`src/rtl/gf_mul_seq_if.sv`:
```
// Operand/result handshake bundle for the sequential GF(2^3) multiplier.
// The producer side drives the operands and out_ready; the multiplier drives the rest.
interface gf_mul_seq_if;
  logic       in_valid;
  logic       in_ready;
  logic [2:0] a;
  logic [2:0] b;
  logic       out_valid;
  logic       out_ready;
  logic [2:0] p;

  modport master (
    output in_valid, a, b, out_ready,
    input  in_ready, out_valid, p
  );

  modport slave (
    input  in_valid, a, b, out_ready,
    output in_ready, out_valid, p
  );
endinterface

```
`src/rtl/gf_mul_seq.sv`:
```
// Sequential GF(2^3) multiplier: MSB-first shift-and-add over three RUN cycles,
// result held in DONE until the consumer takes it.
module gf_mul_seq #(
  parameter logic [2:0] POLY = 3'b011
) (
  input  logic         Clk,
  input  logic         nRst,
  gf_mul_seq_if.slave  bus,
  output logic         busy,
  output logic [7:0]   op_cnt
);

  typedef enum logic [1:0] {
    IDLE = 2'd0,
    RUN  = 2'd1,
    DONE = 2'd2
  } state_t;

  state_t     state, state_nxt;
  logic [2:0] a_reg, b_reg, acc;
  logic [1:0] bit_idx;
  logic       accept, deliver;
  logic [2:0] acc_shift, acc_step;

  // NOTE: state registers use non-blocking assignment so every flop samples
  // pre-edge values, independent of the order the processes are evaluated.
  always_ff @(posedge Clk or negedge nRst) begin
    if (!nRst) state <= IDLE;
    else       state <= state_nxt;
  end

  // NOTE: every output of this block gets a default first, so no path through
  // the case statement leaves a signal unassigned (which would infer a latch).
  always_comb begin
    state_nxt     = state;
    bus.in_ready  = 1'b0;
    bus.out_valid = 1'b0;
    busy          = 1'b1;
    accept        = 1'b0;
    deliver       = 1'b0;
    unique case (state)
      IDLE: begin
        bus.in_ready = 1'b1;
        busy         = 1'b0;
        if (bus.in_valid) begin
          accept    = 1'b1;
          state_nxt = RUN;
        end
      end
      RUN: begin
        if (bit_idx == 2'd0) state_nxt = DONE;
      end
      DONE: begin
        bus.out_valid = 1'b1;
        if (bus.out_ready) begin
          deliver   = 1'b1;
          state_nxt = IDLE;
        end
      end
      default: state_nxt = IDLE;
    endcase
  end

  // Multiply-by-x with reduction, then conditionally add the multiplicand.
  always_comb begin
    acc_shift = {acc[1:0], 1'b0} ^ (acc[2] ? POLY : 3'b000);
    acc_step  = acc_shift ^ (b_reg[bit_idx] ? a_reg : 3'b000);
  end

  always_ff @(posedge Clk or negedge nRst) begin
    if (!nRst) begin
      a_reg   <= 3'b000;
      b_reg   <= 3'b000;
      acc     <= 3'b000;
      bit_idx <= 2'd2;
      op_cnt  <= 8'd0;
    end else begin
      if (accept) begin
        a_reg   <= bus.a;
        b_reg   <= bus.b;
        acc     <= 3'b000;
        bit_idx <= 2'd2;
      end else if (state == RUN) begin
        acc     <= acc_step;
        bit_idx <= bit_idx - 2'd1;
      end
      if (deliver) op_cnt <= op_cnt + 8'd1;
    end
  end

  // The accumulator is only written in RUN or on accept, so p is stable in DONE.
  assign bus.p = acc;

endmodule

```
`src/flat_wrapper.sv`:
```
// flat-port wrapper written by rule: the top's interface ports become plain ports
module gf_mul_seq_flat 
#(
  parameter logic [2:0] POLY = 3'b011
)
  (Clk, nRst, busy, op_cnt, bus_in_valid, bus_a, bus_b, bus_out_ready, bus_in_ready, bus_out_valid, bus_p);
  gf_mul_seq_if bus_i ();
  input  logic Clk;
  input  logic nRst;
  output logic busy;
  output logic [7:0] op_cnt;
  input wire logic [$bits(bus_i.in_valid)-1:0] bus_in_valid;
  input wire logic [$bits(bus_i.a)-1:0] bus_a;
  input wire logic [$bits(bus_i.b)-1:0] bus_b;
  input wire logic [$bits(bus_i.out_ready)-1:0] bus_out_ready;
  output wire logic [$bits(bus_i.in_ready)-1:0] bus_in_ready;
  output wire logic [$bits(bus_i.out_valid)-1:0] bus_out_valid;
  output wire logic [$bits(bus_i.p)-1:0] bus_p;
  assign bus_i.in_valid = bus_in_valid;
  assign bus_i.a = bus_a;
  assign bus_i.b = bus_b;
  assign bus_i.out_ready = bus_out_ready;
  assign bus_in_ready = bus_i.in_ready;
  assign bus_out_valid = bus_i.out_valid;
  assign bus_p = bus_i.p;
  gf_mul_seq #(.POLY(POLY)) u_core (.Clk(Clk), .nRst(nRst), .bus(bus_i), .busy(busy), .op_cnt(op_cnt));
endmodule
```
`config.mk`:
```
export PLATFORM = sky130hd
export DESIGN_NAME = gf_mul_seq_flat
export DESIGN_NICKNAME = d
export VERILOG_FILES = /design/src/rtl/gf_mul_seq_if.sv /design/src/rtl/gf_mul_seq.sv /design/src/flat_wrapper.sv
export SDC_FILE = /design/constraint.sdc
export NUM_CORES = 1
export LEC_CHECK = 0
export ABC_CLOCK_PERIOD_IN_PS = 1500
export BUFFER_PORTS_ARGS = -buffer_cell sky130_fd_sc_hd__buf_4
export CAP_MARGIN = 20
export CORE_UTILIZATION = 40
export DETAILED_ROUTE_END_ITERATION = 8
export PLACE_DENSITY = 0.63
export REMOVE_ABC_BUFFERS = 1
export SYNTH_ARGS = -nofsm -noshare
export SYNTH_HDL_FRONTEND = slang
export SYNTH_SLANG_ARGS = --single-unit
```
`constraint.sdc`:
```
create_clock -name Clk -period 1.5 [get_ports Clk]
set_input_delay 0.075 -clock Clk [delete_from_list [all_inputs] [get_ports Clk]]
set_output_delay 0.075 -clock Clk [all_outputs]
set_load 0.02 [all_outputs]
```
* Yosys cells after proc, flatten, opt, wreduce, memory -nomap -nowiden
Cells that the tools add are included. W data, S select, Z words.
Cells by class: magnitude comparators 1, bitwise logic cells 2, mux-type cells 19, reductions and logical operators 4, equality and inequality tests 5, $add $sub $neg 2
Operators by type and width (count):
- $mux W2 | 6
- $mux W3 | 3
- $add A8 B1 Y8 const B | 1
- $mux W1 | 8
- $pmux W2 S3 | 1
- $xor A3 B3 Y3 | 2
- $logic_not A2 Y1 | 2
- $ne A2 B2 Y1 const B | 2
- $lt A2 B3 Y1 const B | 1
- $reduce_and A3 Y1 | 1
- $bmux W1 S2 | 1
- $eq A2 B1 Y1 const B | 1
- $eq A2 B2 Y1 const B | 1
- $ne A2 B1 Y1 const B | 1
- $reduce_bool A2 Y1 | 1
- $sub A2 B1 Y2 const B | 1
Word-level totals: output and inout port bits 14, register bits 21

* Depth between registers and ports, before layout
Gate-level depths: netlist of the first run.
depth after elaboration 6, depth in mapped cells 5, gate-level depth less buffers 5

* Worst setup path before layout of the first run
No wires, ideal clock.
path kind reg-to-reg, from reg u_core.state[0], to reg u_core.a_reg[0], slack 0.155 ns, arrival 1.220 ns, stages on the path, launching flop included 5, setup time 0.125 ns, cells stage by stage dfrtp_1 > nor2_2 > nand2_1 > buf_6 > mux2_2
Between the ends: longest elaborated chain between the ends 2
RTL lines:
- start: declaration | RTL line gf_mul_seq.sv:19 | state_t state, state_nxt;
- start signal: assignment | RTL line gf_mul_seq.sv:29 | else state <= state_nxt;
- $logic_not A2 Y1 | RTL line gf_mul_seq.sv:41 | unique case (state)
- $mux W1 | RTL line gf_mul_seq.sv:41
- end signal: assignment | RTL line gf_mul_seq.sv:79 | a_reg <= bus.a;
- end: declaration | RTL line gf_mul_seq.sv:20 | logic [2:0] a_reg, b_reg, acc;
Every way passes these cells. A chain may end at the register's enable or synchronous reset.

* Worst setup path after layout of the first run
from reg u_core.bit_idx[1], to reg u_core.acc[1] (netlist: u_core.bus.p[1])
Between the ends: longest elaborated chain between the ends 6
RTL lines:
- start: declaration | RTL line gf_mul_seq.sv:21 | logic [1:0] bit_idx;
- start signal: assignment | RTL line gf_mul_seq.sv:85 | bit_idx <= bit_idx - 2'd1;
- $bmux W1 S2 | RTL line gf_mul_seq.sv:67 | acc_step = acc_shift ^ (b_reg[bit_idx] ? a_reg : 3'b000);
- $mux W1 (not written as such) | RTL line gf_mul_seq.sv:67
- $mux W3 | RTL line gf_mul_seq.sv:67
- $xor A3 B3 Y3 | RTL line gf_mul_seq.sv:67
- $mux W3 | RTL line gf_mul_seq.sv:83 | end else if (state == RUN) begin
- $mux W3 | RTL line gf_mul_seq.sv:78 | if (accept) begin
- end signal: assignment | RTL line gf_mul_seq.sv:84 | acc <= acc_step;
- end: declaration | RTL line gf_mul_seq.sv:20
Every way passes these cells. The select of a mux whose other input is x is not followed.

==> results of run 1 <==
==> synth_stat cells (all sizes together) (3+ instances only) <==
library cell  instances
inv                   4
xor2                  3
mux2                  7
xnor2                 5
dfrtp                20
nand3b                3
nand2                 3
nand3                10
nor2                  3
==> power by group through the flow <==
stage          sequential (mW)  clock [mW]  combinational [mW]
4_1_cts                   1.02       0.282                1.16
2_1_floorplan             1.08           0               0.714
5_1_grt                   1.06       0.303                1.31
3_5_place_dp              1.04           0                1.14
3_3_place_gp              1.03           0                1.12
6_report                  1.03       0.270                1.19
==> final cells by class <==
type	count	share of cell area [%]
Clock buffer	4	2.06
Tap cell	28	2.75
Sequential cell	21	41.4
Timing Repair Buffer	31	19.7
Multi-Input combinational cell	55	32.9
Inverter	4	1.18
==> worst max-delay path: stages, from the launching register on <==
cell	delay (ns)
dfstp_2	0.58
mux2i_1	0.23
o22ai_2	0.13
and3_2	0.21
o31ai_2	0.18
==> placed cells by master, fill, tap and decap left out <==
cell,n
nor3b_1,2
nand2b_1,1
buf_4,24
nand2_1,3
o31ai_2,1
a31oi_1,2
o22ai_2,1
dfrtp_1,20
xnor2_1,5
a22o_1,1
a21oi_2,1
ha_1,2
xor2_1,3
dlygate4sd3_1,7
nand3b_1,3
nand4b_1,2
mux2_2,7
mux2i_1,1
nand3_1,10
nor2b_1,2
o21ai_0,2
inv_1,4
nor2_1,2
o211ai_1,1
clkbuf_4,3
and3_1,1
nor2_2,1
dfstp_2,1
and3_2,1
clkbuf_1,1
==> per-layer routing <==
| layer | share of wire [%] | wire length [um] |
|---|---|---|
| met1 | 47 | 836 |
| met5 | 0 | 0 |
| met4 | 0 | 0 |
| met3 | 4.4 | 78 |
| met2 | 49 | 877 |
==> how the worst min path moves through the flow <==
| stage | startpoint | to | cells after the start |
|---|---|---|---|
| after floorplan | nRst | u_core.a_reg[0] | 0 |
| after CTS | bus_a[0] | u_core.a_reg[0] | 2 |
| final | bus_out_ready | u_core.op_cnt[2] | 3 |
| after global placement | nRst | u_core.op_cnt[0] | 1 |
| after detailed placement | nRst | u_core.op_cnt[2] | 1 |
| after global routing | bus_out_ready | u_core.op_cnt[2] | 3 |
==> per-stage QoR <==
stage          hold WS (ns)  utilization, %
6_report             0.0634            56.4
5_1_grt              0.0718            56.4
4_1_cts             0.00231            55.7
3_5_place_dp        -0.0245            51.8
3_3_place_gp        -0.0238            51.8
2_1_floorplan        -0.221               -
==> cells by family after synthesis <==
group | synth area share, %
xor gates and xnor gates | 7.17
muxes | 9.09
and+or+nand+nor | 16.6
buffers and inverters | 3.20
DFF | 53.9
AOI/OAI and AO/OA | 7.43
adders and majority gates | 2.56
==> timing repair <==
action                     4_1_cts  5_1_grt
setup buffers                    0        1
setup endpoints to repair        0        1
hold endpoints to repair        26        1
hold buffers                     6        1
==> results_dict.tcl, run 1 <==
set metrics [dict create \
    synthFlopType "dfrtp_1" \
    multiInputGateArea_um2 419 \
    dp.cells 131 \
    place_congestion 0.763 \
    p_int_mw 1.49 \
    drv_slew 0 \
    r2r-start "u_core.bit_idx[1]" \
    fmax_mhz 707 \
    largest_reg_flops 8 \
    cts_buffers 3 \
    grt_max_degree 22 \
    postSynthCellCount 82 \
    dp.final_hpwl_um 1230 \
    required_ns 1.72 \
    hold_viol 0 \
    synth_area_per_cell_um2 11.9 \
    power.total_mw 2.48 \
    reg2reg_to "u_core.bus.p[1]" \
    rows 17 \
    cts.repair.resized 0 \
    syn_to_final_growth_pct 30.2 \
    startpoint "u_core.bit_idx[1]" \
    port_buffers 23 \
    yosys.area.top_type_share_pct 51.2 \
    num-fill-cells 201 \
    r2r.worst_path.cells 4 \
    cp-start-kind "register" \
    h-tree-depth 1 \
    overflow 0 \
    stdcell_area_mm2 0.00127 \
    rsz0062_at_grt "false" \
    cts_tree "built" \
    ant_nets 0 \
    drc_errors 0 \
    worst_pin_slew_ns 0.484 \
    ir_worst_vdd_mv 1.17 \
    hp-class "input pin to register" \
    comb_power_share_pct 47.8 \
    synth.distinct_cells 28 \
    final_nets 128 \
    p_switching_uw 990 \
    synth_top_area_cell "dfrtp_1" \
    wirelength_um 1790 \
    clock_path_buffers 2 \
    fin_crit_ns 1.41 \
    grt-busiest-layer "met2" \
    endpoint "u_core.bus.p[1]" \
    n_antenna_cell 0 \
    fin_ws_ns 0.0853 \
    die-area_mm2 0.00264 \
    slew_headroom_pct 67.6 \
    ys_warn_count 0 \
    fin_setup_tns_ns 0 \
    ys_top_cells_by_area "dfrtp_1 51%, mux2_2 8.1%, nand3_1 5.1%, xnor2_1 4.5%, dfstp_2 2.7%" \
    clkLatencyLatePin_ns 0.30 \
    dr_total_vias 724 \
    min_period_over_period_pct 94.3 \
    ctsRootBufferMaster "clkbuf_4" \
    clkTransAtPathRegs_ns 0.11 \
    start_util_pct 43.3 \
    syn_area_um2 977 \
    antenna_found_initial 0 \
    grt_pass1_wl_um 2980 \
    place_ws_ns 0.0983 \
    status "finished, final reports clean" \
    grt_use_met2_pct 27.9 \
    p_leak_nw 0.607 \
    die_x_um 51.4 \
    synth-edff-count 0 \
    power.density_mw_per_mm2 1950 \
    cts.sink_count 21 \
    first_pass_iters 2 \
    wl_per_cell_um 12.5 \
    clkPwrFrac_pct 10.9 \
    p_sw_share_pct 39.9 \
    seqCellArea_um2 527 \
    grt_pass1_vias 713 \
    fin_worst_skew_ns 0.00442 \
    max_cap_viol_count 0 \
    fp.coreArea_mm2 0.00225 \
    placed_area_mm2 0.00117 \
    setup_viol 0 \
    finalNonFillerCells 143 \
    seqPwrFrac_pct 41.3 \
    drive_above_1_share_pct 34.8 \
    seq_area_frac_synth_pct 53.9 \
    drtIter0Drc 5 \
    met1_usage_pct 17.1 \
    via_per_inst 5.06 \
    crit_fanout 4 \
    met3_usage_pct 6.25 \
    reg2reg_slack_ns 0.09 \
    top_register "u_core.op_cnt" \
    synthArstFlopShare_pct 100 \
    worstPathArrival_ns 1.63 \
    crit_path_end_kind "register" \
    grtUsageTotal_pct 15.3 \
    ios 24 \
    fp.dieH_um 51.4 \
    path_class "register to register" \
    ys_ff_latch 21 \
]
(Power assumes the default switching activity.)
==> run 2: changes to the inputs <==
--- a/config.mk
+++ b/config.mk
@@ -10,7 +10,6 @@
 export CAP_MARGIN = 20
 export CORE_UTILIZATION = 40
 export DETAILED_ROUTE_END_ITERATION = 8
-export PLACE_DENSITY = 0.63
 export REMOVE_ABC_BUFFERS = 1
 export SYNTH_ARGS = -nofsm -noshare
 export SYNTH_HDL_FRONTEND = slang
==> run 2 against run 1 <==
  * Flip-flop and latch count stayed put
  * Power rose by 1.5%
  * Utilization rose by 0.83 points
  * First-iteration DRC count grew 40%
  * Global-route usage up 0.92 points
  * Critical path type unchanged
  * Critical endpoint unchanged
  * Largest cell class unchanged
==> results_dict.tcl, run 2 (synthesis results as in run 1) <==
set metrics [dict create \
    reg2reg_slack_ns 0.10 \
    multiInputGateArea_um2 423 \
    fp.dieH_um 51.4 \
    fin_worst_skew_ns 0.00126 \
    dr_total_vias 720 \
    finalNonFillerCells 145 \
    grt_max_degree 22 \
    port_buffers 23 \
    final_common_cell "buf_4" \
    n_antenna_cell 0 \
    r2r-start "u_core.bit_idx[1]" \
    required_ns 1.72 \
    clkTransAtPathRegs_ns 0.11 \
    comb_power_share_pct 49.2 \
    top_register "u_core.op_cnt" \
    final_core_util_pct 57.3 \
    drc_errors 0 \
    layout_common_cells "26 x buf_4, 20 x dfrtp_1, 10 x nand3_1" \
    min_period_over_period_pct 93.1 \
    overflow 0 \
    via_per_inst 4.97 \
    clkLatencyLatePin_ns 0.29 \
    rows 17 \
    ios 24 \
    hold_viol 0 \
    cts_tree "built" \
    fin_ws_ns 0.104 \
    start_util_pct 43.3 \
    cts_buffers 3 \
    rsz0062_at_grt "false" \
    fin_crit_ns 1.40 \
    p_int_mw 1.53 \
    power.density_mw_per_mm2 1950 \
    setup_viol 0 \
    drtIter0Drc 7 \
    fin_setup_tns_ns 0 \
    path_class "register to register" \
    holdWs_ns 0.0804 \
    drv_slew 0 \
    cp-start-kind "register" \
    place_ws_ns 0.101 \
    p_switching_uw 989 \
    clkPwrFrac_pct 10.4 \
    ctsRootBufferMaster "clkbuf_4" \
    die-area_mm2 0.00264 \
    num-fill-cells 216 \
    dp.final_hpwl_um 1260 \
    crit_path_end_kind "register" \
    fp.coreArea_mm2 0.00225 \
    ir_worst_vdd_mv 1.10 \
    wirelength_um 1760 \
    hp-class "input pin to register" \
    final_nets 130 \
    placed_area_mm2 0.00118 \
    slew_headroom_pct 72.2 \
    largest_reg_flops 8 \
    cts.sink_count 21 \
    hold_start "bus_out_ready" \
    worst_pin_slew_ns 0.418 \
    stdcell_area_mm2 0.00129 \
    die_x_um 51.4 \
    seqCellArea_um2 527 \
    worstHoldEndpoint "u_core.op_cnt[2]" \
    grt_pass1_wl_um 3130 \
    place_congestion 0.691 \
    max_cap_viol_count 0 \
    crit_fanout 4 \
    p_sw_share_pct 39.2 \
    dp.cells 132 \
    antenna_found_initial 0 \
    power.total_mw 2.52 \
    worstPathArrival_ns 1.61 \
    reg2reg_to "u_core.bus.p[1]" \
    grt_pass1_vias 712 \
    seqPwrFrac_pct 40.4 \
    ant_nets 0 \
    h-tree-depth 1 \
    r2r.worst_path.cells 4 \
    status "finished, final reports clean" \
    whs_path_depth 3 \
    wl_per_cell_um 12.1 \
    grtUsageTotal_pct 16.2 \
    p_leak_nw 0.613 \
    syn_to_final_growth_pct 32.1 \
    first_pass_iters 4 \
    drive_above_1_share_pct 36.8 \
    clock_path_buffers 2 \
    fmax_mhz 716 \
]
## run 2: worst max path at each step
stage,startpoint,end,cells after the start
floorplan,u_core.state[0],u_core.a_reg[0],3
global placement,u_core.bit_idx[1],u_core.bus.p[1],4
detailed placement,u_core.bit_idx[1],u_core.bus.p[1],4
CTS,u_core.bit_idx[1],u_core.bus.p[1],4
global route,u_core.bit_idx[1],u_core.bus.p[1],4
finish,u_core.bit_idx[1],u_core.bus.p[1],4
## run 2: cell type report
class	instances	area share, %
timing repair buffer	33	20.5
inverter	4	1.16
sequential	21	40.8
tap	28	2.71
clock buffer	4	2.03
multi-input combinational	55	32.8
## run 2: worst max-delay path: stages, from the launching register on
cell     delay (ns)
dfstp_2        0.58
mux2i_2        0.22
o22ai_2        0.14
and3_2         0.22
o31ai_2        0.16
## run 2: power by group through the flow
stage                     clock (mW)  combinational, mW  sequential, mW
after floorplan                    0              0.714            1.08
after CTS                      0.279               1.19            1.02
final                          0.261               1.24            1.02
after global routing           0.302               1.37            1.06
after global placement             0               1.15            1.02
after detailed placement           0               1.17            1.03
## run 2: repair_timing
item,in CTS,in global routing
resized for setup,0,1
hold buffers,6,1
setup buffers,0,2
endpoints found under the setup margin,0,1
hold endpoints to repair,26,1
## run 2: per-layer routing
metal,wire length (um),part of all wire (%),track usage [%]
met5,0,0,0
met4,8,0.45,5.41
met3,100,5.7,5.95
met2,875,50,26.8
met1,776,44,19.3
==> run 3: changes to the inputs <==
--- a/config.mk
+++ b/config.mk
@@ -10,6 +10,7 @@
 export CAP_MARGIN = 20
 export CORE_UTILIZATION = 40
 export DETAILED_ROUTE_END_ITERATION = 8
+export PLACE_DENSITY = 0.62
 export REMOVE_ABC_BUFFERS = 1
 export SYNTH_ARGS = -nofsm -noshare
 export SYNTH_HDL_FRONTEND = slang
==> run 3 against run 2 <==
  * Clock power is 5% higher
  * Combinational power is 6% lower
  * Design area is 1.6% lower
  * Highest routed layer unchanged
  * Final cell count is 2.1% lower
==> results_dict.tcl, run 3 (synthesis results as in run 1) <==
set metrics [dict create \
    status "finished, final reports clean" \
    holdWs_ns 0.0677 \
    ctsRootBufferMaster "clkbuf_4" \
    fmax_mhz 706 \
    r2r-start "u_core.bit_idx[1]" \
    first_pass_iters 4 \
    finalNonFillerCells 142 \
    overflow 0 \
    p_leak_nw 0.599 \
    worst_path_largest_cell_delay_ns 0.59 \
    cp_top_family "flip-flops" \
    die-area_mm2 0.00264 \
    worst_pin_slew_ns 0.445 \
    reg2reg_to "u_core.bus.p[1]" \
    worstHoldEndpoint "u_core.op_cnt[2]" \
    r2r.worst_path.cells 4 \
    wirelength_um 1730 \
    final_common_cell "buf_4" \
    final_core_util_pct 56.4 \
    layout_common_cells "23 x buf_4, 20 x dfrtp_1, 10 x nand3_1" \
    antenna_found_initial 0 \
    path_cells "mux2i_2 > o22ai_2 > and3_2 > o31ai_2" \
    required_ns 1.72 \
    cts_tree "built" \
    n_antenna_cell 0 \
    fp.dieH_um 51.4 \
    grt_max_degree 22 \
    power.density_mw_per_mm2 1930 \
    reg2reg_slack_ns 0.08 \
    grt_pass1_wl_um 2670 \
    drive_above_1_share_pct 36.0 \
    fin_setup_tns_ns 0 \
    crit_fanout 6 \
    via_per_inst 5.11 \
    crit_path_end_kind "register" \
    hold_viol 0 \
    fp.coreArea_mm2 0.00225 \
    rsz0062_at_grt "false" \
    top_register "u_core.op_cnt" \
    ant_nets 0 \
    place_congestion 0.731 \
    final_nets 127 \
    min_period_over_period_pct 94.4 \
    clock_path_buffers 2 \
    die_x_um 51.4 \
    grt_pass1_vias 630 \
    cp-start-kind "register" \
    clkTransAtPathRegs_ns 0.12 \
    slew_headroom_pct 70.2 \
    max_cap_viol_count 0 \
    drc_errors 0 \
    hp-class "input pin to register" \
    port_buffers 23 \
    wl_per_cell_um 12.2 \
    rows 17 \
    drtIter0Drc 10 \
    ir_worst_vdd_mv 1.22 \
    dr_total_vias 725 \
    fin_worst_skew_ns 0.00822 \
    syn_to_final_growth_pct 30.1 \
    crit_buf_inv 0 \
    dp.cells 131 \
    path_depth 4 \
    clkLatencyLatePin_ns 0.31 \
    ios 24 \
    worstPathArrival_ns 1.64 \
    hold_start "bus_out_ready" \
    cts.sink_count 21 \
    largest_reg_flops 8 \
    path_class "register to register" \
    grtUsageTotal_pct 14.0 \
    drv_slew 0 \
    power.total_mw 2.46 \
    cpMaxStageDelayCell "dfstp_2" \
    whs_path_depth 3 \
    fin_crit_ns 1.42 \
    cts_setup_buffers 0 \
    h-tree-depth 1 \
    cts_buffers 3 \
    startpoint "u_core.bit_idx[1]" \
    start_util_pct 43.3 \
    setup_viol 0 \
]
==> run 3: changes by cell type in the layout (fill, tap and decap cells not counted) <==
cell / before / now
buf_4: 26 / 23
nor2_1: 2 / 1
nor2_2: 1 / 2
==> run 3: worst max-delay path by stage <==
stage / end / slack, ns
floorplan: u_core.a_reg[0] / 0.12
global placement: u_core.bus.p[1] / 0.15
detailed placement: u_core.bus.p[1] / 0.06
CTS: u_core.bus.p[1] / 0.05
global route: u_core.bus.p[1] / 0.008
finish: u_core.bus.p[1] / 0.08
==> run 3: metal layers <==
layer / vias to the layer above / part of all wire, % / global-route usage, %
li1: 354 / - / -
met1: 345 / 46 / 17.2
met2: 22 / 48 / 22.5
met3: 4 / 4.8 / 2.98
met4: 0 / 1.7 / 8.11
met5: - / 0 / 0
==> run 3: worst min-delay path, delay by kind of cell <==
kind,cells,cell delay [ns]
buf+inv,1,0.12
simple gates,1,0.09
xor+xnor,1,0.06
==> run 3: what timing repair did <==
item	CTS	global route
hold buffers	7	0
setup endpoints to repair	0	2
gates resized for setup	0	2
endpoints found under the hold margin	27	0
==> run 3: cell type report <==
cell class	count	area, um2
clock buffer	4	26.3
fill	213	983
inverter	4	15.0
multi-input combinational	55	425
sequential	21	527
tap	28	35.0
timing repair buffer	30	243
==> run 3: through the flow <==
stage	worst slack, ns	cell area (um2)
CTS	0.0461	1260
finish	0.0835	1270
floorplan	0.121	961
global route	0.00758	1270
global placement	0.148	1170
detailed placement	0.0587	1170
==> run 3: where the power goes <==
| part | internal, mW | total [mW] | switching (mW) |
|---|---|---|---|
| Clock | 0.104 | 0.273 | 0.169 |
| Combinational | 0.571 | 1.16 | 0.584 |
| Sequential | 0.801 | 1.03 | 0.229 |
